--- src/rtl/nn_config_loader.sv ---
// -----------------------------------------------------------------------------
// nn_config_loader
//
// Streaming configuration initiator for the fully-connected accelerator.
// Consumes a packed 32-bit word stream of neuron records (header, N weights,
// one bias word) and drives the shared neuron configuration bus. Headers are
// validated, records are sequenced, and completion or error is reported.
//
// Header word: [7:0] layer, [15:8] neuron, [31:16] weight count N.
// A header with N == 0 marks the end of the stream.
//
// Optional feature macro: NN_LOADER_CHECKSUM_EN
//   When defined, a running XOR of every accepted word (first header through
//   end marker) is kept. One extra word follows the end marker. If it matches
//   the XOR the loader finishes cleanly, otherwise it enters the error state.
//
// Ports:
//   clk               in   clock
//   rst               in   synchronous active-high reset
//   start             in   arm loader (honoured only in IDLE or ERR)
//   s_data[31:0]      in   stream word
//   s_valid           in   stream word valid
//   s_ready           out  loader accepts word (transfer on s_valid & s_ready)
//   weightValid       out  one-cycle strobe per weight word
//   weightValue[31:0] out  weight word, held between strobes
//   biasValid         out  one-cycle strobe per bias word
//   biasValue[31:0]   out  bias word, held between strobes
//   config_layer_num  out  target layer, zero-extended
//   config_neuron_num out  target neuron, zero-extended
//   busy              out  high while a stream is being consumed
//   done              out  one-cycle pulse on clean end of stream
//   error             out  sticky until start or reset
//   neuronCount[15:0] out  records completed since last start (saturating)
// -----------------------------------------------------------------------------
module nn_config_loader #(
  parameter int maxLayers  = 4,
  parameter int maxNeurons = 30,
  parameter int maxWeight  = 784
) (
  input  logic        clk,
  input  logic        rst,
  input  logic        start,
  input  logic [31:0] s_data,
  input  logic        s_valid,
  output logic        s_ready,
  output logic        weightValid,
  output logic [31:0] weightValue,
  output logic        biasValid,
  output logic [31:0] biasValue,
  output logic [31:0] config_layer_num,
  output logic [31:0] config_neuron_num,
  output logic        busy,
  output logic        done,
  output logic        error,
  output logic [15:0] neuronCount
);

  localparam logic [7:0]  MAX_LAYERS  = 8'(maxLayers);
  localparam logic [7:0]  MAX_NEURONS = 8'(maxNeurons);
  localparam logic [15:0] MAX_WEIGHT  = 16'(maxWeight);

  typedef enum logic [2:0] {
    IDLE,
    HDR,
    WGT,
    BIAS,
`ifdef NN_LOADER_CHECKSUM_EN
    CHK,
`endif
    DONE,
    ERR
  } state_t;

  state_t      state_q, state_d;
  logic [15:0] remaining_q, remaining_d;
  logic [7:0]  layer_q, layer_d;
  logic [7:0]  neuron_q, neuron_d;
  logic [31:0] weight_value_q, weight_value_d;
  logic [31:0] bias_value_q, bias_value_d;
  logic        weight_valid_q, weight_valid_d;
  logic        bias_valid_q, bias_valid_d;
  logic [15:0] count_q, count_d;
`ifdef NN_LOADER_CHECKSUM_EN
  logic [31:0] xor_q, xor_d;
`endif

  logic [7:0]  hdr_layer;
  logic [7:0]  hdr_neuron;
  logic [15:0] hdr_count;
  logic        hdr_illegal;
  logic        accept;

  assign hdr_layer   = s_data[7:0];
  assign hdr_neuron  = s_data[15:8];
  assign hdr_count   = s_data[31:16];
  assign hdr_illegal = (hdr_layer == 8'd0) || (hdr_layer > MAX_LAYERS) ||
                       (hdr_neuron >= MAX_NEURONS) || (hdr_count > MAX_WEIGHT);

  // Ready and status are pure decodes of the registered state, so they never
  // depend combinationally on s_valid.
  always_comb begin
    s_ready = 1'b0;
    busy    = 1'b0;
    unique case (state_q)
      HDR, WGT, BIAS: begin
        s_ready = 1'b1;
        busy    = 1'b1;
      end
`ifdef NN_LOADER_CHECKSUM_EN
      CHK: begin
        s_ready = 1'b1;
        busy    = 1'b1;
      end
`endif
      default: ;
    endcase
  end

  assign accept = s_valid & s_ready;

  // NOTE: every variable assigned here gets a default first, so no path can
  // leave one unassigned and infer a latch.
  always_comb begin
    state_d        = state_q;
    remaining_d    = remaining_q;
    layer_d        = layer_q;
    neuron_d       = neuron_q;
    weight_value_d = weight_value_q;
    bias_value_d   = bias_value_q;
    weight_valid_d = 1'b0;
    bias_valid_d   = 1'b0;
    count_d        = count_q;
`ifdef NN_LOADER_CHECKSUM_EN
    xor_d          = xor_q;
`endif
    unique case (state_q)
      IDLE, ERR: begin
        if (start) begin
          state_d = HDR;
          count_d = 16'd0;
`ifdef NN_LOADER_CHECKSUM_EN
          xor_d   = 32'd0;
`endif
        end
      end
      HDR: begin
        if (accept) begin
`ifdef NN_LOADER_CHECKSUM_EN
          xor_d = xor_q ^ s_data;
`endif
          // End marker is recognised before any field validation.
          if (hdr_count == 16'd0) begin
`ifdef NN_LOADER_CHECKSUM_EN
            state_d = CHK;
`else
            state_d = DONE;
`endif
          end else if (hdr_illegal) begin
            state_d = ERR;
          end else begin
            layer_d     = hdr_layer;
            neuron_d    = hdr_neuron;
            remaining_d = hdr_count;
            state_d     = WGT;
          end
        end
      end
      WGT: begin
        if (accept) begin
`ifdef NN_LOADER_CHECKSUM_EN
          xor_d = xor_q ^ s_data;
`endif
          weight_value_d = s_data;
          weight_valid_d = 1'b1;
          remaining_d    = remaining_q - 16'd1;
          if (remaining_q == 16'd1) state_d = BIAS;
        end
      end
      BIAS: begin
        if (accept) begin
`ifdef NN_LOADER_CHECKSUM_EN
          xor_d = xor_q ^ s_data;
`endif
          bias_value_d = s_data;
          bias_valid_d = 1'b1;
          if (count_q != 16'hFFFF) count_d = count_q + 16'd1;
          state_d = HDR;
        end
      end
`ifdef NN_LOADER_CHECKSUM_EN
      CHK: begin
        if (accept) state_d = (s_data == xor_q) ? DONE : ERR;
      end
`endif
      DONE: state_d = IDLE;
      default: state_d = IDLE;
    endcase
  end

  // NOTE: sequential state uses non-blocking assignments so every register
  // samples the pre-edge values regardless of statement order.
  always_ff @(posedge clk) begin
    if (rst) begin
      state_q        <= IDLE;
      remaining_q    <= 16'd0;
      layer_q        <= 8'd0;
      neuron_q       <= 8'd0;
      weight_value_q <= 32'd0;
      bias_value_q   <= 32'd0;
      weight_valid_q <= 1'b0;
      bias_valid_q   <= 1'b0;
      count_q        <= 16'd0;
`ifdef NN_LOADER_CHECKSUM_EN
      xor_q          <= 32'd0;
`endif
    end else begin
      state_q        <= state_d;
      remaining_q    <= remaining_d;
      layer_q        <= layer_d;
      neuron_q       <= neuron_d;
      weight_value_q <= weight_value_d;
      bias_value_q   <= bias_value_d;
      weight_valid_q <= weight_valid_d;
      bias_valid_q   <= bias_valid_d;
      count_q        <= count_d;
`ifdef NN_LOADER_CHECKSUM_EN
      xor_q          <= xor_d;
`endif
    end
  end

  assign weightValid       = weight_valid_q;
  assign weightValue       = weight_value_q;
  assign biasValid         = bias_valid_q;
  assign biasValue         = bias_value_q;
  assign config_layer_num  = {24'd0, layer_q};
  assign config_neuron_num = {24'd0, neuron_q};
  assign done              = (state_q == DONE);
  assign error             = (state_q == ERR);
  assign neuronCount       = count_q;

endmodule

--- config.mk ---
export PLATFORM = sky130hd
export DESIGN_NAME = nn_config_loader
export DESIGN_NICKNAME = d
export VERILOG_FILES = /design/src/rtl/nn_config_loader.sv
export SDC_FILE = /design/constraint.sdc
export NUM_CORES = 1
export LEC_CHECK = 0
export CAP_MARGIN = 20
export CORE_MARGIN = 4
export CORE_UTILIZATION = 51
export CTS_BUF_LIST = sky130_fd_sc_hd__clkbuf_8
export CTS_CLUSTER_SIZE = 40
export DETAILED_ROUTE_END_ITERATION = 10
export HOLD_SLACK_MARGIN = 0.12
export PLACE_DENSITY = 0.95
export SYNTH_ARGS = -nofsm -noshare
export SYNTH_HDL_FRONTEND = slang
export SYNTH_SLANG_ARGS = --single-unit
--- constraint.sdc ---
create_clock -name clk -period 3.9 [get_ports clk]
set_clock_uncertainty 0.2 [all_clocks]
set_input_delay 0.39 -clock clk [delete_from_list [all_inputs] [get_ports clk]]
set_output_delay 0.39 -clock clk [all_outputs]
set_load 0.005 [all_outputs]
# Word-level counts from Yosys, hierarchy flattened
# Cells that the tools add are included.
[op_classes]
muxes = 19
n_reduce_logical = 18
add_sub_neg = 2
magnitude_cmp = 3
n_eq_ne = 15
bitwise = 5
[ops]
columns = ["cell", "count"]
rows = [
  ["16-bit two-way mux", 7],
  ["16-bit one-hot mux with 2 select lines", 2],
  ["3-bit two-way mux", 7],
  ["16-bit by 1-bit adder with 16-bit output (second input constant)", 1],
  ["16-bit by 1-bit equality test with 1-bit output (second input constant)", 1],
  ["16-bit by 10-bit greater-than comparator with 1-bit output (second input constant)", 1],
  ["16-bit logical NOT", 1],
  ["16-bit inequality test (second input constant)", 1],
  ["2-bit inequality test (second input constant)", 8],
  ["16-bit by 1-bit subtractor with 16-bit output (second input constant)", 1],
  ["3-bit one-hot mux with 4 select lines", 1],
  ["5-bit AND reduction", 2],
  ["8-bit by 5-bit >= comparator with 1-bit output (second input constant)", 1],
  ["8-bit by 3-bit greater-than comparator with 1-bit output (second input constant)", 1],
  ["8-bit logical NOT", 1],
  ["4-bit AND reduction", 2],
  ["3-bit by 2-bit equality test with 1-bit output (second input constant)", 2],
  ["3-bit equality test (second input constant)", 2],
  ["2-bit OR reduction", 3],
  ["1-bit inverter", 4],
  ["2-bit AND reduction", 2],
  ["2-bit nonzero test", 2],
  ["3-bit by 1-bit equality test with 1-bit output (second input constant)", 1],
  ["3-bit logical NOT", 1],
  ["4 further kinds", 7],
]
[totals]
ff_bits = 117
output_inout_bits = 150

# Depth between registers and ports, before layout
# Gate-level depths: netlist of the first run.
[logic_depth]
word_depth = 8
depth_mapped = 7
depth_no_buf = 6

# Worst setup path after synthesis of the first run
# Ideal clock, no wire load.
[synth_timing]
path_kind = "reg2reg"
start = "register remaining_q[8]"
end = "register remaining_q[14]"
path_buffers = 1
t_arrival_ps = 2234
period_less_slack_ps = 2508
stages_incl_launch_ff = 7
setup_ps = 74
setup_slack_ps = 1392
required_time_ps = 3626
cell_sequence = "dfxtp_1 or4_4 or3_1 buf_6 or4_4 or3_1 a31oi_1"
[synth_between]
elab_chain_len = 3
[synth_lines]
columns = ["element", "line_no", "source"]
rows = [
  ["from (decl)", "75", "logic [15:0] remaining_q, remaining_d;"],
  ["from (signal assigned)", "218", "remaining_q <= remaining_d;"],
  ["16-bit by 1-bit subtractor with 16-bit output", "175", "remaining_d = remaining_q - 16'd1;"],
  ["16-bit two-way mux", "169", "if (accept) begin"],
  ["16-bit one-hot mux with 2 select lines", "136", "unique case (state_q)"],
]
# No other way between the ends. The select of a mux whose other input is x is not followed.
# A chain may end at the register's enable or synchronous reset.

# Worst setup path after layout of the first run
[layout_timing]
start = "input port s_data[26]"
end = "register remaining_q[7]"
[layout_between]
elab_chain_len = 4
elab_cells_between_ends = 6
classes_between = "order compare: 1; eq/ne: 2; reduce/logical: 3"
[layout_lines]
columns = ["element", "line_no", "source"]
rows = [
  ["from (decl)", "43", "input logic [31:0] s_data,"],
  ["16-bit by 10-bit greater-than comparator with 1-bit output", "97", "(hdr_neuron >= MAX_NEURONS) || (hdr_count > MAX_WEIGHT);"],
  ["1-bit logical OR", "97", ""],
  ["2-bit inequality test (no line)", "n/a", ""],
  ["5-bit AND reduction (no line) *", "n/a", ""],
]
# Mark *: on every way between the ends. The rest lies on a longest branch, timed or not.

==> metrics.csv, run 1 <==
metric;value;unit
status;finished clean;
Post-DP HPWL;10230;um
GPL Wtd Cong;0.8892;
M2 GR Usage;41.34;%
GR peak layer;met2;
io pins;186;
die area;0.01222;mm2
GR Util met1;29.87;%
antenna-violating nets left;0;
Num CTS Buffers;17;
TritonCTS clock tree;built;
CP Launch Type;input port;
Die Span Y;110.5;um
most common cell after layout, fill and taps aside;nand2_1;
DRC;0;
grt ovf;0;
number of flops mapped to enable cells by yosys;0;
final worst-path cycle share;75.14;%
GRT Util Overall;25.05;%
largest net degree at the start of global routing;95;
Finish-stage setup viols;0;
P_leak;2.488;nW
Peak Freq;341.2;MHz
switching fraction of total power;23.79;%
I/O Buffers;137;
TritonCTS Sinks;117;
clock-pin transition on the worst setup and hold timing paths;70;ps
max-cap violations;0;
post-synthesis cell count;681;
Max FO, Critical Path;20;
yosys warns;0;
core region area;0.01028;mm2
wire length per cell;16.47;um
initial DRC count;766;
Initial Utilization;52.17;%
Filler Cell Count;768;
#FFs+latches synth;117;
Seq/Total Area, Yosys;43.69;%
DR vias;5420;
Total Routed Length;15580;um
CP max-delay cell;or4_1;
Min-Delay Startpoint;biasValue[19];
vias in the first global route;5027;
Max Root-Sink Buffers;2;
relative slew slack;35.02;%
Pwr Density;361.0;mW/mm2
Final Hold Fails;0;
Core Rows;37;
crit path from;s_data[26];
diode count;0;
TritonRoute pass-1 iters;5;
CP cell instances;clkdlybuf4s50_1 -> nor4_1 -> nand4_1 -> or4_1 -> nor2_1 -> a311oi_1;
Top FF cell, synth;dfxtp_1;
delay of the slowest critical-path stage;820;ps
Largest delay share family, worst path;simple AND/OR/NAND/NOR gates;
met3 GRT Util;8.658;%
root buffer cell;clkbuf_8;
Syn-to-layout area delta;31.13;%
Die Wd;110.5;um
Hold WC Path Type;reg2reg;
P_int;1.934;mW
CTS Hold Bufs;0;
Slew Limit Fails;0;
first-pass GRT wire length;25300;um
worst path required time;3980;ps
setup bufs post-CTS;0;
Setup TNS;0;ps
post_cts resized;0;
worst skew pair latency;440;ps
most frequent cells in the layout;nand2_1 (160), clkdlybuf4s50_1 (136), dfxtp_1 (117), a21oi_1 (93), conb_1 (48);
H-tree Lvls;4;
CP Class;in2reg;
Comb pwr share;5.4;%
Net Sw Power;0.6038;mW
layout cells sized above 1;5.556;%
min Tclk post-route;2931;ps
Final Net Count;836;
FFs w/ async S/R, synth;0;%
Mapped Avg Cell Area;7.873;um2
Avg Vias per Cell;5.729;
worst vdd ir;0.0002552;V
WP data arrival;3010;ps
antenna violations before repair;0;
Clock Power Share;47.3;%
Syn Std Cell Area;0.005361;mm2
CP Capture Type;flip-flop;
RSZ-0062 raised after global routing;no;
Sequential Power Share;47.3;%
Crit path buffers/inverters;1;
Worst R2R Start;remaining_q[8];
PnR Total Power;2.538;mW
synth unique cells;57;
Worst Tran Pin Value;974.7;ps
[state kept, by name (all words and copies together) (netlist names), 3 cells and up]
signal and count:
weightValue 32, layer_q 8, remaining_q 16, neuron_q 8
neuronCount 16, state_q 3, biasValue 32
[cells in the mapped netlist (2+ instances only)]
master,n,area [um2]
nand2_1,160,600.6
dfxtp_1,117,2342
a21oi_1,93,465.5
buf_4,49,367.9
clkbuf_1,43,161.4
nor2_1,24,90.09
nand3_1,22,110.1
o21ai_1,17,85.08
and3_1,14,87.58
nor3_1,11,55.05
o211ai_1,11,82.58
nand4_1,10,62.56
nor4_1,9,56.30
or3_1,8,50.05
o21ai_0,7,35.03
xnor2_1,7,61.31
a31oi_1,6,37.54
inv_1,5,18.77
o31ai_1,4,30.03
a2111o_1,3,33.78
and2_1,3,18.77
ha_1,3,37.54
mux2i_1,3,30.03
o22ai_1,3,18.77
or4_1,3,22.52
xor2_1,3,26.28
a311oi_1,2,17.52
and4_1,2,17.52
nand3b_1,2,15.01
nand4b_1,2,17.52
nor3b_1,2,15.01
nor4bb_1,2,20.02
o21a_1,2,15.01
o311a_1,2,20.02
o31a_1,2,17.52
o32ai_1,2,17.52
o41ai_1,2,17.52
or4_4,2,22.52
[kinds of logic after synthesis]
| group | count (synthesis) | share of synthesized area, % |
|---|---|---|
| AND/OR/NAND/NOR | 284 | 24.92 |
| AO/OA/AOI/OAI | 163 | 17.83 |
| flip-flops | 117 | 43.69 |
| buffers and inverters | 100 | 10.59 |
| XOR/XNOR | 10 | 1.634 |
| adder cells (fa/ha/maj) | 3 | 0.7002 |
| multiplexers | 3 | 0.5601 |
| other | 1 | 0.06994 |
[metal layers]
metal  up-vias  wire length (um)
met2       318              7550
met5         -                 0
li1       2513                 -
met3        64              1453
met4         0               564
met1      2525              6009
[worst reg2reg max path: stages (launching register included)]
cell and delay [ps]:
dfxtp_1 350, or4_4 580, or3_1 450, or4_4 520, or3_1 310, a31oi_1 150
[power by group through the flow]
stage	sequential (mW)	combinational (mW)	clock, mW
finish	1.20	0.138	1.20
global route	1.20	0.148	1.27
CTS	1.20	0.133	1.21
detailed placement	1.23	0.131	0
global placement	1.23	0.130	0
floorplan	1.22	0.102	0
[final timing paths]
kind / endpoint / slack (ps) / cells after the start
setup / recovery: remaining_q[7] / 970 / 6
hold / removal: biasValue[19] / 250 / 2
setup reg to reg: remaining_q[14] / 1250 / 5
hold reg to reg: biasValue[19] / 250 / 2
[stage by stage]
step / instances / hold slack, ps / setup WS (ps) / utilization, % / area [um2]
after floorplan: 728 / 251.5 / 1392 / - / 5538
after global placement: 914 / 241.0 / 772.8 / 64.28 / 6606
after detailed placement: 914 / 246.5 / 670.9 / 64.28 / 6606
after CTS: 946 / 256.9 / 1060 / 68.41 / 7030
after global routing: 946 / 273.0 / 942.7 / 68.41 / 7030
final: 946 / 253.7 / 969.5 / 68.41 / 7030
[final cells by class]
cell class                      instances  area [um2]  area share, %
Clock buffer                           17       234.0          3.328
Clock inverter                         15       190.2          2.705
Inverter                                5       18.77         0.2670
Multi-Input combinational cell        511        2649          37.68
Sequential cell                       117        2342          33.32
Tap cell                              136       170.2          2.420
Timing Repair Buffer                  145        1426          20.29
No activity file was read; power rests on OpenSTA's default activity.
==> run 2: changes to the inputs <==
- CORE_UTILIZATION: 51 -> 42
- PLACE_DENSITY: 0.95 -> 0.88
- clock period: 3.9 -> 2.6 ns (I/O delays scaled with it)
==> run 2 against run 1 <==
  * Die area is 20% higher
  * Largest cell class unchanged
  * Design area is 5.7% higher
  * Clock power is 60% higher
  * Highest routed layer unchanged
  * First-iteration DRC count is 39% lower
  * Critical endpoint is now remaining_q[14]
==> metrics.csv, run 2 (synthesis results as in run 1) <==
metric;value;unit;change
CP Class;reg2reg;;
Final Instance Area;0.007430;mm2;+5.7%
RSZ-0062 raised after global routing;no;;
P_leak;2.719;nW;+9.3%
Reg2Reg Depth;5;;unchanged
Min-Delay Startpoint;s_data[14];;
CP Capture Type;flip-flop;;
Max FO, Critical Path;5;;-75%
CP Launch Type;flip-flop;;
placed inst area;0.006957;mm2;+5.3%
Die Wd;121.0;um;+9.5%
root buffer cell;clkbuf_8;;
Final Net Count;876;;+4.8%
GPL Wtd Cong;0.9513;;+7.0%
Hold WS;222.2;ps;-31.50 ps
Finish-stage setup viols;0;;unchanged
worst path required time;2760;ps;-1220 ps
most common cell after layout, fill and taps aside;nand2_1;;
delay of the slowest critical-path stage;550;ps;-270 ps
PnR Total Power;3.967;mW;+56%
Slew Limit Fails;0;;unchanged
Syn-to-layout area delta;38.58;%;
crit path from;remaining_q[8];;
Die Span Y;121.0;um;+9.5%
vias in the first global route;4990;;-0.74%
Peak Freq;404.6;MHz;
relative slew slack;66.23;%;+31 points
io pins;186;;unchanged
initial DRC count;469;;-39%
DR vias;5445;;+0.46%
TritonCTS Sinks;117;;unchanged
TritonRoute pass-1 iters;6;;+1
max-cap violations;0;;unchanged
layout cells sized above 1;9.882;%;+4.3 points
core region area;0.01257;mm2;+22%
reg-to-reg setup timing slack;130;ps;-1120 ps
setup bufs post-CTS;0;;unchanged
Worst R2R Start;remaining_q[8];;
die area;0.01464;mm2;+20%
WP data arrival;2630;ps;-380 ps
final worst-path cycle share;95.05;%;
Worst Tran Pin Value;506.5;ps;-468.2 ps
CP cell instances;or4_4 -> or3_1 -> or4_4 -> or3_1 -> a31oi_1;;
worst r2r dst;remaining_q[14];;
I/O Buffers;137;;unchanged
most frequent cells in the layout;nand2_1 (160), clkdlybuf4s50_1 (136), dfxtp_1 (115), a21oi_1 (93), conb_1 (48);;
diode count;0;;unchanged
Setup TNS;0;ps;unchanged
min Tclk post-route;2471;ps;
Post-DP HPWL;11510;um;+13%
clock-pin transition on the worst setup and hold timing paths;70;ps;about the same
Initial Utilization;42.66;%;-9.5 points
Hold WC Path Type;in2reg;;
DRC;0;;unchanged
grt ovf;0;;unchanged
Core Rows;41;;+11%
worst vdd ir;0.0003879;V;+52%
CP max-delay cell;or4_4;;
GRT Util Overall;22.02;%;-3.0 points
Total Routed Length;16390;um;+5.2%
Max Root-Sink Buffers;2;;unchanged
H-tree Lvls;4;;unchanged
placed instance count;989;;+8.2%
antenna-violating nets left;0;;unchanged
worst skew pair latency;440;ps;about the same
Worst Setup EP;remaining_q[14];;
wire length per cell;16.03;um;-2.6%
status;finished clean;;
Pwr Density;534.0;mW/mm2;+48%
Num CTS Buffers;17;;unchanged
TritonCTS clock tree;built;;
first-pass GRT wire length;25540;um;+0.92%
largest net degree at the start of global routing;48;;-49%
antenna violations before repair;0;;unchanged
Avg Vias per Cell;5.328;;-7.0%
Non-Filler Instances;1022;;+8.0%
Final Hold Fails;0;;unchanged
-- run 2: changes by cell type in the layout (fill, tap and decap cells not counted), sizes merged --
cell	delta
buf	+39
clkinv	-4
clkbuf	+3
bufinv	+1
clkinvlp	-2
dlygate4sd3	+1
inv	+2
-- run 2: stage by stage --
step | utilization (%) | worst slack, ps
after floorplan | - | 91.57
after detailed placement | 55.35 | -135.5
after global placement | 55.35 | -104.5
after CTS | 59.09 | 50.51
after global routing | 59.11 | 13.55
final | 59.11 | 128.7
-- run 2: how the worst min path moves through the flow --
stage,end,depth (start not counted),slack (ps)
after global placement,weightValue[11],2,240
after CTS,weightValue[14],3,190
final,weightValue[14],3,220
after global routing,biasValue[29],3,230
after detailed placement,weightValue[3],2,250
after floorplan,biasValue[0],2,200
-- run 2: repair_timing --
item,4_1_cts,5_1_grt
endpoints found under the setup margin,0,2
resized for setup,0,2
hold buffers,1,0
endpoints found under the hold margin,5,0
-- run 2: worst max-delay path: cells and delay by family (launching register included) --
kind	cells	cell delay, ps
and+or+nand+nor	4	1700
AOI/OAI and AO/OA	1	150
DFF	1	350
-- run 2: final cells by class --
| type | count | area, um2 |
|---|---|---|
| Clock buffer | 20 | 275.3 |
| Clock inverter | 12 | 185.2 |
| Fill cell | 1064 | 5139 |
| Inverter | 5 | 18.77 |
| Multi-Input combinational cell | 511 | 2649 |
| Sequential cell | 117 | 2345 |
| Tap cell | 172 | 215.2 |
| Timing Repair Buffer | 185 | 1742 |
-- run 2: power breakdown --
part / internal, mW / total [mW] / switching (mW)
clock: 1.20 / 1.92 / 0.720
combinational: 0.102 / 0.242 / 0.140
sequential: 1.79 / 1.80 / 0.00842
-- run 2: routing by layer --
metal	wire length [um]	GRT usage, %	vias up
met1	6399	26.34	2512
met4	543	9.348	0
met3	1938	9.837	60
li1	-	-	2593
met5	0	0	-
met2	7504	34.28	280
